$ cat config.mk
export PLATFORM = sky130hd
export DESIGN_NAME = pc_gen
export DESIGN_NICKNAME = d
export VERILOG_FILES = /design/src/rtl/cpu_pkg.sv /design/src/rtl/branch_cmp.sv /design/src/rtl/pc_gen.sv
export SDC_FILE = /design/constraint.sdc
export NUM_CORES = 1
export LEC_CHECK = 0
export CAP_MARGIN = 10
export CORE_MARGIN = 2
export CORE_UTILIZATION = 46
export CTS_BUF_LIST = sky130_fd_sc_hd__clkbuf_4
export DETAILED_ROUTE_END_ITERATION = 12
export PLACE_DENSITY = 0.95
export RECOVER_POWER = 100
export SETUP_SLACK_MARGIN = 0.5
export SLEW_MARGIN = 5
export SYNTH_ARGS = -nofsm -noshare
export SYNTH_HDL_FRONTEND = slang
export SYNTH_SLANG_ARGS = --single-unit
$ cat constraint.sdc
create_clock -name clock -period 6.1 [get_ports clock]
set_clock_uncertainty 0.1 [all_clocks]
set_input_delay 1.22 -clock clock [delete_from_list [all_inputs] [get_ports clock]]
set_output_delay 1.22 -clock clock [all_outputs]
set_load 0.05 [all_outputs]
$ cat src/rtl/cpu_pkg.sv
// Shared CPU definitions: branch condition encodings, PC FSM states, default vectors.
// No logic; constants and types only.
// Imported by pc_gen, branch_cmp and later pipeline hazard logic.
package cpu_pkg;

    localparam logic [2:0] BR_BEQ  = 3'd0;
    localparam logic [2:0] BR_BNE  = 3'd1;
    localparam logic [2:0] BR_BLT  = 3'd2;
    localparam logic [2:0] BR_BGE  = 3'd3;
    localparam logic [2:0] BR_BLTU = 3'd4;
    localparam logic [2:0] BR_BGEU = 3'd5;

    typedef enum logic [1:0] {
        PC_RUN,
        PC_TRAP_ENTRY,
        PC_HALT
    } pc_state_t;

    localparam logic [31:0] DEF_RESET_ADDR = 32'h0000_0000;
    localparam logic [31:0] DEF_TRAP_VEC   = 32'h0000_1000;

endpackage

$ cat src/rtl/branch_cmp.sv
// Branch predicate: decides whether a conditional branch is taken from the ALU flags.
// Latency: purely combinational.
// No backpressure; encodings 6-7 are never taken.
module branch_cmp
    import cpu_pkg::*;
(
    input  logic [2:0] br_cond,
    input  logic       zero,
    input  logic       lt,
    input  logic       ltu,
    output logic       taken
);

    // Map the condition code onto the matching ALU flag or its complement.
    always_comb begin
        taken = 1'b0;
        case (br_cond)
            BR_BEQ:  taken = zero;
            BR_BNE:  taken = ~zero;
            BR_BLT:  taken = lt;
            BR_BGE:  taken = ~lt;
            BR_BLTU: taken = ltu;
            BR_BGEU: taken = ~ltu;
            default: taken = 1'b0;
        endcase
    end

endmodule

$ cat src/rtl/pc_gen.sv
// Program-counter unit: picks the next fetch address among sequential, branch, jump, jr, trap and eret.
// Latency: one cycle from request to new pc; redirect/misalign pulse in the cycle after the load.
// stall freezes pc, epc and FSM and masks all requests. PC_PERF_CNT_EN adds instr/taken counters.
module pc_gen
    import cpu_pkg::*;
#(
    parameter int              XLEN        = 32,
    parameter logic [XLEN-1:0] RESET_ADDR  = XLEN'(DEF_RESET_ADDR),
    parameter logic [XLEN-1:0] TRAP_VEC    = XLEN'(DEF_TRAP_VEC),
    parameter int              INSTR_BYTES = 4
) (
    input  logic            clock,
    input  logic            reset,
    input  logic            stall,
    input  logic            halt,
    input  logic            resume,
    input  logic            branch,
    input  logic [2:0]      br_cond,
    input  logic            zero,
    input  logic            lt,
    input  logic            ltu,
    input  logic [XLEN-1:0] addr_result,
    input  logic            jump,
    input  logic [XLEN-1:0] jump_target,
    input  logic            jr,
    input  logic [XLEN-1:0] jr_target,
    input  logic            trap,
    input  logic            trap_ret,
    output logic [XLEN-1:0] pc,
    output logic [XLEN-1:0] branch_base_addr,
    output logic [XLEN-1:0] pc_plus,
    output logic [XLEN-1:0] epc,
    output logic            redirect,
    output logic            misalign,
    output logic            halted
`ifdef PC_PERF_CNT_EN
    ,
    output logic [31:0]     instr_cnt,
    output logic [31:0]     taken_cnt
`endif
);

    // Low address bits that must be zero for a legal instruction target.
    localparam logic [XLEN-1:0] ALIGN_MASK = XLEN'(INSTR_BYTES - 1);

    pc_state_t       state;
    logic            cond_true;
    logic            br_taken;
    logic            sel_vld;
    logic [XLEN-1:0] sel_tgt;
    logic            tgt_misaligned;

    branch_cmp u_branch_cmp (
        .br_cond (br_cond),
        .zero    (zero),
        .lt      (lt),
        .ltu     (ltu),
        .taken   (cond_true)
    );

    assign br_taken         = branch & cond_true;
    assign pc_plus          = pc + XLEN'(INSTR_BYTES);
    assign branch_base_addr = pc;
    assign halted           = (state == PC_HALT);
    assign tgt_misaligned   = |(sel_tgt & ALIGN_MASK);

    // Priority select among non-trap redirect sources; trap is handled separately in the FSM.
    always_comb begin
        sel_vld = 1'b0;
        sel_tgt = '0;
        if (trap_ret) begin
            sel_vld = 1'b1;
            sel_tgt = epc;
        end else if (jr) begin
            sel_vld = 1'b1;
            sel_tgt = jr_target;
        end else if (jump) begin
            sel_vld = 1'b1;
            sel_tgt = jump_target;
        end else if (br_taken) begin
            sel_vld = 1'b1;
            sel_tgt = addr_result;
        end
    end

    // PC/EPC register and RUN/TRAP_ENTRY/HALT sequencing; pulses default low every cycle.
    always_ff @(posedge clock or posedge reset) begin
        if (reset) begin
            pc       <= RESET_ADDR;
            epc      <= '0;
            redirect <= 1'b0;
            misalign <= 1'b0;
            state    <= PC_RUN;
        end else begin
            redirect <= 1'b0;
            misalign <= 1'b0;
            if (!stall) begin
                case (state)
                    PC_RUN: begin
                        if (trap) begin
                            // Trap beats everything, including a same-cycle eret or halt.
                            pc       <= TRAP_VEC;
                            epc      <= pc;
                            redirect <= 1'b1;
                            state    <= PC_TRAP_ENTRY;
                        end else if (sel_vld && tgt_misaligned) begin
                            // A bad target turns the redirect into a trap on the current pc.
                            pc       <= TRAP_VEC;
                            epc      <= pc;
                            redirect <= 1'b1;
                            misalign <= 1'b1;
                            state    <= PC_TRAP_ENTRY;
                        end else if (sel_vld) begin
                            pc       <= sel_tgt;
                            redirect <= 1'b1;
                        end else if (halt) begin
                            state <= PC_HALT;
                        end else begin
                            pc <= pc_plus;
                        end
                    end
                    PC_TRAP_ENTRY: begin
                        // Single bubble at the handler entry; requests are dropped.
                        state <= PC_RUN;
                    end
                    PC_HALT: begin
                        if (resume) begin
                            pc    <= pc_plus;
                            state <= PC_RUN;
                        end
                    end
                    default: state <= PC_RUN;
                endcase
            end
        end
    end

`ifdef PC_PERF_CNT_EN
    // Retired-slot and taken-redirect counters; both wrap naturally at 2^32.
    always_ff @(posedge clock or posedge reset) begin
        if (reset) begin
            instr_cnt <= '0;
            taken_cnt <= '0;
        end else if (!stall && state == PC_RUN) begin
            instr_cnt <= instr_cnt + 32'd1;
            if (!trap && sel_vld && !tgt_misaligned) begin
                taken_cnt <= taken_cnt + 32'd1;
            end
        end
    end
`endif

endmodule

==> Word level (Yosys, flattened, before mapping) <==
Cells that the tools add are included.
{ "op_classes": {"shift": 0, "n_addsub": 1, "multipliers": 0, "magnitude_cmp": 0, "eq_ne": 10, "bitwise_logic": 5, "reduce_logical": 9, "muxes": 32, "n_div": 0} }
{ "ops": {"columns": ["cell", "count"], "rows": [
  ["$mux W32", 11],
  ["$pmux W32 S2", 1],
  ["$add A32 B3 Y32 const B", 1],
  ["$mux W1", 13],
  ["$mux W2", 5],
  ["$ne A4 B4 Y1 const B", 2],
  ["$reduce_and A4 Y1", 2],
  ["$eq A3 B2 Y1 const B", 2],
  ["$eq A3 B3 Y1 const B", 2],
  ["$pmux W1 S6", 1],
  ["$ne A5 B5 Y1 const B", 1],
  ["$not A1 Y1", 4],
  ["$pmux W2 S2", 1],
  ["$reduce_bool A2 Y1", 2],
  ["$eq A3 B1 Y1 const B", 1],
  ["$logic_not A3 Y1", 1],
  ["$reduce_and A3 Y1", 1],
  ["$eq A2 B2 Y1 const B", 1],
  ["$logic_not A2 Y1", 1],
  ["$ne A2 B2 Y1 const B", 1],
  ["$reduce_or A2 Y1", 1],
  ["$and A1 B1 Y1", 1],
  ["$logic_and A1 B1 Y1", 1]
]} }
{ "totals": {"mem_count": 0, "output_inout_bits": 131, "elab_cells": 62, "inputBits": 112, "ff_bits": 68, "mem_bits_rw": 0, "latchBits": 0, "rom_bits": 0} }

==> Logic depth before layout (Yosys ltp) <==
{ "logic_depth": {"depth_word": 13, "depth_mapped": 9, "mapped_depth_nobuf": 6} }

==> By module <==
A second synthesis with hierarchy kept.
{ "unflattened": {"cells_unflattened": 534, "hier_area_um2": 4820.9} }
{ "modules_own_cells": {"columns": ["mod", "seq_area_each_um2", "instances", "cells_each", "area_per_inst_um2"], "rows": [
  ["pc_gen", 1701.6, 1, 528, 4772.1],
  ["branch_cmp", 0.0, 1, 6, 48.8]
]} }

==> Least setup slack after synthesis <==
OpenSTA, ideal clock, no wires.
{ "synth_path": {"kind": "reg2out", "start": "register pc[3] (netlist: branch_base_addr[3])", "end": "output port pc_plus[28]", "t_arrival_ns": 2.699, "path_buffers": 1, "setup_slack_ns": 2.081, "path_stages_with_launch": 6, "required_ns": 4.780, "cell_sequence": "dfrtp_1 > ha_1 > and3_1 > buf_2 > nand3_1 > o31ai_1"} }
{ "synth_between": {"elab_chain_cells": 1} }
{ "synth_rtl": {"columns": ["item", "line", "source"], "rows": [
  ["from (decl)", "pc_gen.sv:29", "output logic [XLEN-1:0] pc,"],
  ["from (signal assigned)", "pc_gen.sv:114", "pc <= sel_tgt;"],
  ["from (signal assigned)", "pc_gen.sv:119", "pc <= pc_plus;"],
  ["from (signal assigned)", "pc_gen.sv:128", "pc <= pc_plus;"],
  ["$add A32 B3 Y32", "pc_gen.sv:62", "assign pc_plus = pc + XLEN'(INSTR_BYTES);"],
  ["to (decl)", "pc_gen.sv:31", "output logic [XLEN-1:0] pc_plus,"]
]} }
No other way between the ends.

==> Worst setup path in the final report <==
{ "layout_path": {"start": "input port jump", "end": "register pc[17] (netlist: branch_base_addr[17])"} }
{ "layout_between": {"elab_chain_cells": 8, "word_cells_on_any_way": 14, "classes_between": "eq/ne (1); mux (10); reduce/logical (3)"} }
{ "layout_rtl": {"columns": ["item", "line", "source"], "rows": [
  ["from (decl)", "pc_gen.sv:23", "input logic jump,"],
  ["$mux W32", "pc_gen.sv:77", "end else if (jump) begin"],
  ["$mux W32", "pc_gen.sv:74", "end else if (jr) begin"],
  ["$mux W32", "pc_gen.sv:71", "if (trap_ret) begin"],
  ["$reduce_or A2 Y1", "pc_gen.sv:65", "assign tgt_misaligned = |(sel_tgt & ALIGN_MASK);"],
  ["$logic_and A1 B1 Y1", "pc_gen.sv:106", "end else if (sel_vld && tgt_misaligned) begin"],
  ["$mux W32", "pc_gen.sv:106", null],
  ["$mux W32", "pc_gen.sv:100", "if (trap) begin"],
  ["$pmux W32 S2", "pc_gen.sv:98", "case (state)"]
]} }
Parallel ways exist; a longest one is shown, timed or not.
A chain may end at the register's enable or synchronous reset.

==> summary.md <==
| Metric | Value |
|---|---|
| Worst skew pair latency | around 0.4 ns |
| Top-level port count | approximately 240 |
| Hold_buf cts | 0 |
| Top cell type by total area after synthesis | dfrtp_1 |
| Dpl ws | approximately 1.5 ns |
| Avg WL per Cell | ~21 um |
| CTS sink count | 68 |
| Leakage | around 0.0032 uW |
| Min-Delay Path Class | reg -> reg |
| Vias in the first global route | between 5000 and 6000 |
| Final Cycle Share | 0.815 |
| Fin Setup TNS | 0 ns |
| Outcome | complete, but fails checks |
| Cell Rows | 38 |
| I/O Buffers | between 200 and 250 |
| Cell chain of the critical path | dlygate4sd3_1 -> nor3_1 -> o21ai_0 -> o211a_1 -> o21ai_0 -> buf_12 -> o21ai_0 -> a211oi_1 |
| CP max stage cell | o21ai_0 |
| Final setup viols | 0 |
| First-pass GRT wire length | about 29000 um |
| Failing checks | max-capacitance violations, max-slew violations |
| Crit path arrival time | 5.18 ns |
| Clock Tree Buf Depth | 2 |
| Final Max Slew Viols | 82 |
| Max frequency | slightly above 200 MHz |
| Mapped Area | ~5000 um2 |
| Unique cell type count in the Yosys netlist | 73 |
| CP max stage delay | ~1.5 ns |
| Flop2flop setup slack | between 2 and 3 ns |
| Core area | between 10000 and 15000 um2 |
| Max VDD drop | just under 300 uV |
| Initial Util | 0.466 |
| CTS tree | done |
| RSZ-0062 raised after global routing | false |
| First-pass DRT Iterations | 7 |
| Initial antenna violation count | 0 |
| Placer Congestion | around 0.93 |
| Max H-tree Level | 3 |
| # resized after CTS | 0 |
| Vias | 5541 |
| DP HPWL | 13700 um |
| Synth warn | 0 |
| Die Y-Extent | approximately 110 um |
| Fin worst setup slack | 1.13 ns |
| CTS root buffer | clkbuf_4 |
| CP startpoint kind | input pin |
| Post-synth EDFFs | 0 |
| Final antenna-violating net count | 0 |
| CP Data Required Time | between 6 and 7 ns |
| Clk pin slew, worst setup/hold paths | ~0.13 ns |
| Filler instances | ~870 |
| Critical path capture point type | register |
| Die Width | 108 um |
| Sequential share of the synthesized area | 0.340 |
| Crit-path max FO | 27 |
| Post-synthesis register bit count | 68 |
| Power Density | roughly 380 nW/um2 |
| Fin util | 0.685 |
| Synth cell count leaders | dfrtp_1, nand2_1, buf_4 |
| Final min period | between 4 and 5 ns |
| Total GRT Usage | 0.315 |
| Most common cell in the synthesized netlist | dfrtp_1 |
| Gate Count Post-Synth | ~570 |
| DR DRC count | 0 |
| Post-CTS setup buffer count | 0 |
| ANT cells | 0 |
| Relative slew slack | -1.47 |
| Fin nets | 869 |
| Top_reg_cell synth | dfrtp_1 |
| Max-Cap Viols | 2 |
| Die footprint | 11700 um2 |
| Gr ovfl total | 0 |
| Layout cells sized above 1 | 0.0750 |
| Post-synth ARST share | 1.00 |
| Drt via density | just over 6 |
| Net count after synthesis | 680 |
| Setup Crit Path Kind | in -> reg |
| Top-area cell type share of the netlist area | 0.340 |
| Number of CTS-inserted buffers | 9 |
| Slew @ Worst Pin | 3.71 ns |
| Delay-heaviest family, CP | compound AO/OA/AOI/OAI gates |
| Top area cells in the synthesized netlist | dfrtp_1, mux2_2, buf_4 |
| Min Hold Slack | about 0.43 ns |
| Endpoints failing hold | 0 |
| WP buf/inv | 2 |
| Largest net degree at the start of global routing | between 60 and 70 |
| Power, Total | between 2000 and 3000 uW |
| Area grow syn2layout | 47.0% |
| Iter 0 DRT Violations | 564 |
| Cell mode on critical path | o21ai_0 |
| Syn_area_per_cell | roughly 9 um2 |
| Routed WL | 19000 um |
[power by group]
part | internal [uW] | leakage, uW | switching [uW]
clock | 207 | 0.0000944 | 174
combinational | 517 | 0.00221 | 1130
sequential | 570 | 0.000873 | 172
total | 1290 | 0.00318 | 1480
[path summary, 6_finish.rpt]
| path | from | endpoint | depth (start not counted) |
|---|---|---|---|
| max | jump | branch_base_addr[17] | 8 |
| min | epc[17] | epc[17] | 2 |
| max reg2reg | epc[0] | branch_base_addr[17] | 6 |
| min reg2reg | epc[17] | epc[17] | 2 |
| max in group asynchronous | reset | epc[31] | 3 |
| min in group asynchronous | reset | epc[20] | 3 |
[metrics by stage]
stage          cell area (um2)  cells
2_1_floorplan             5010    567
3_3_place_gp              7210    883
3_5_place_dp              7210    883
4_1_cts                   7380    898
5_1_grt                   7360    900
6_report                  7360    900
[cells by family (layout without fill, tap and decap cells)]
kind of cell,after synthesis,count (layout),share of synthesized area
muxes,31,31,0.0740
buffers and inverters,91,284,0.105
xor gates and xnor gates,30,30,0.0525
DFF,68,68,0.340
and+or+nand+nor,165,165,0.164
AOI/OAI and AO/OA,181,181,0.262
adders and majority gates,1,1,0.00250
[area by class of cell]
type	count	area, um2	area share
clock buffers	9	67.6	0.00918
multi-input cells	408	2750	0.374
flip-flops and latches	68	1700	0.231
repair buffers	249	2480	0.337
inverters	20	75.1	0.0102
clock inverters	6	111	0.0151
well taps	140	175	0.0238
[registers in the layout (all words and copies together) (netlist names)]
signal,cells
branch_base_addr,32
epc,32
misalign,1
redirect,1
state,2
[worst reg2reg max path, delay by kind of cell, from the launching register on]
kind	cells	cell delay (ns)
AO/OA/AOI/OAI	5	2.46
buffers and inverters	1	0.29
flip-flops	1	0.43
[layer usage]
| layer | global-route usage | wire, um | up-vias |
|---|---|---|---|
| li1 | - | - | 2455 |
| met1 | 0.378 | 7330 | 2702 |
| met2 | 0.548 | 9470 | 333 |
| met3 | 0.0711 | 1710 | 51 |
| met4 | 0.122 | 524 | 0 |
| met5 | 0 | 0 | - |
[placed cells by master, fill, tap and decap left out, drive strengths merged, types with 3 or more instances in the layout]
master | netlist | routed
o21a | 5 | 5
and3 | 10 | 10
a211oi | 4 | 4
xor2 | 14 | 14
a21o | 4 | 4
or2 | 3 | 3
buf | 56 | 5
a22o | 4 | 4
a221o | 13 | 13
nand3 | 19 | 19
a22oi | 10 | 10
mux2i | 3 | 3
o22ai | 6 | 6
a221oi | 15 | 15
clkbuf | 15 | 12
a31oi | 6 | 6
and4 | 4 | 4
mux2 | 28 | 28
dfrtp | 68 | 68
o31ai | 6 | 6
nor2b | 5 | 5
nand2b | 7 | 7
o21ai | 41 | 41
clkdlybuf4s50 | 0 | 108
clkinv | 1 | 3
inv | 19 | 20
o211a | 4 | 4
a21oi | 31 | 31
xnor2 | 16 | 16
o211ai | 5 | 5
nand2 | 53 | 53
nor2 | 31 | 31
o311ai | 4 | 4
dlygate4sd3 | 0 | 133
a32o | 4 | 4
nand4 | 5 | 5
bufinv | 0 | 3
and2 | 4 | 4
nor3 | 12 | 12
(Power assumes the default switching activity.)
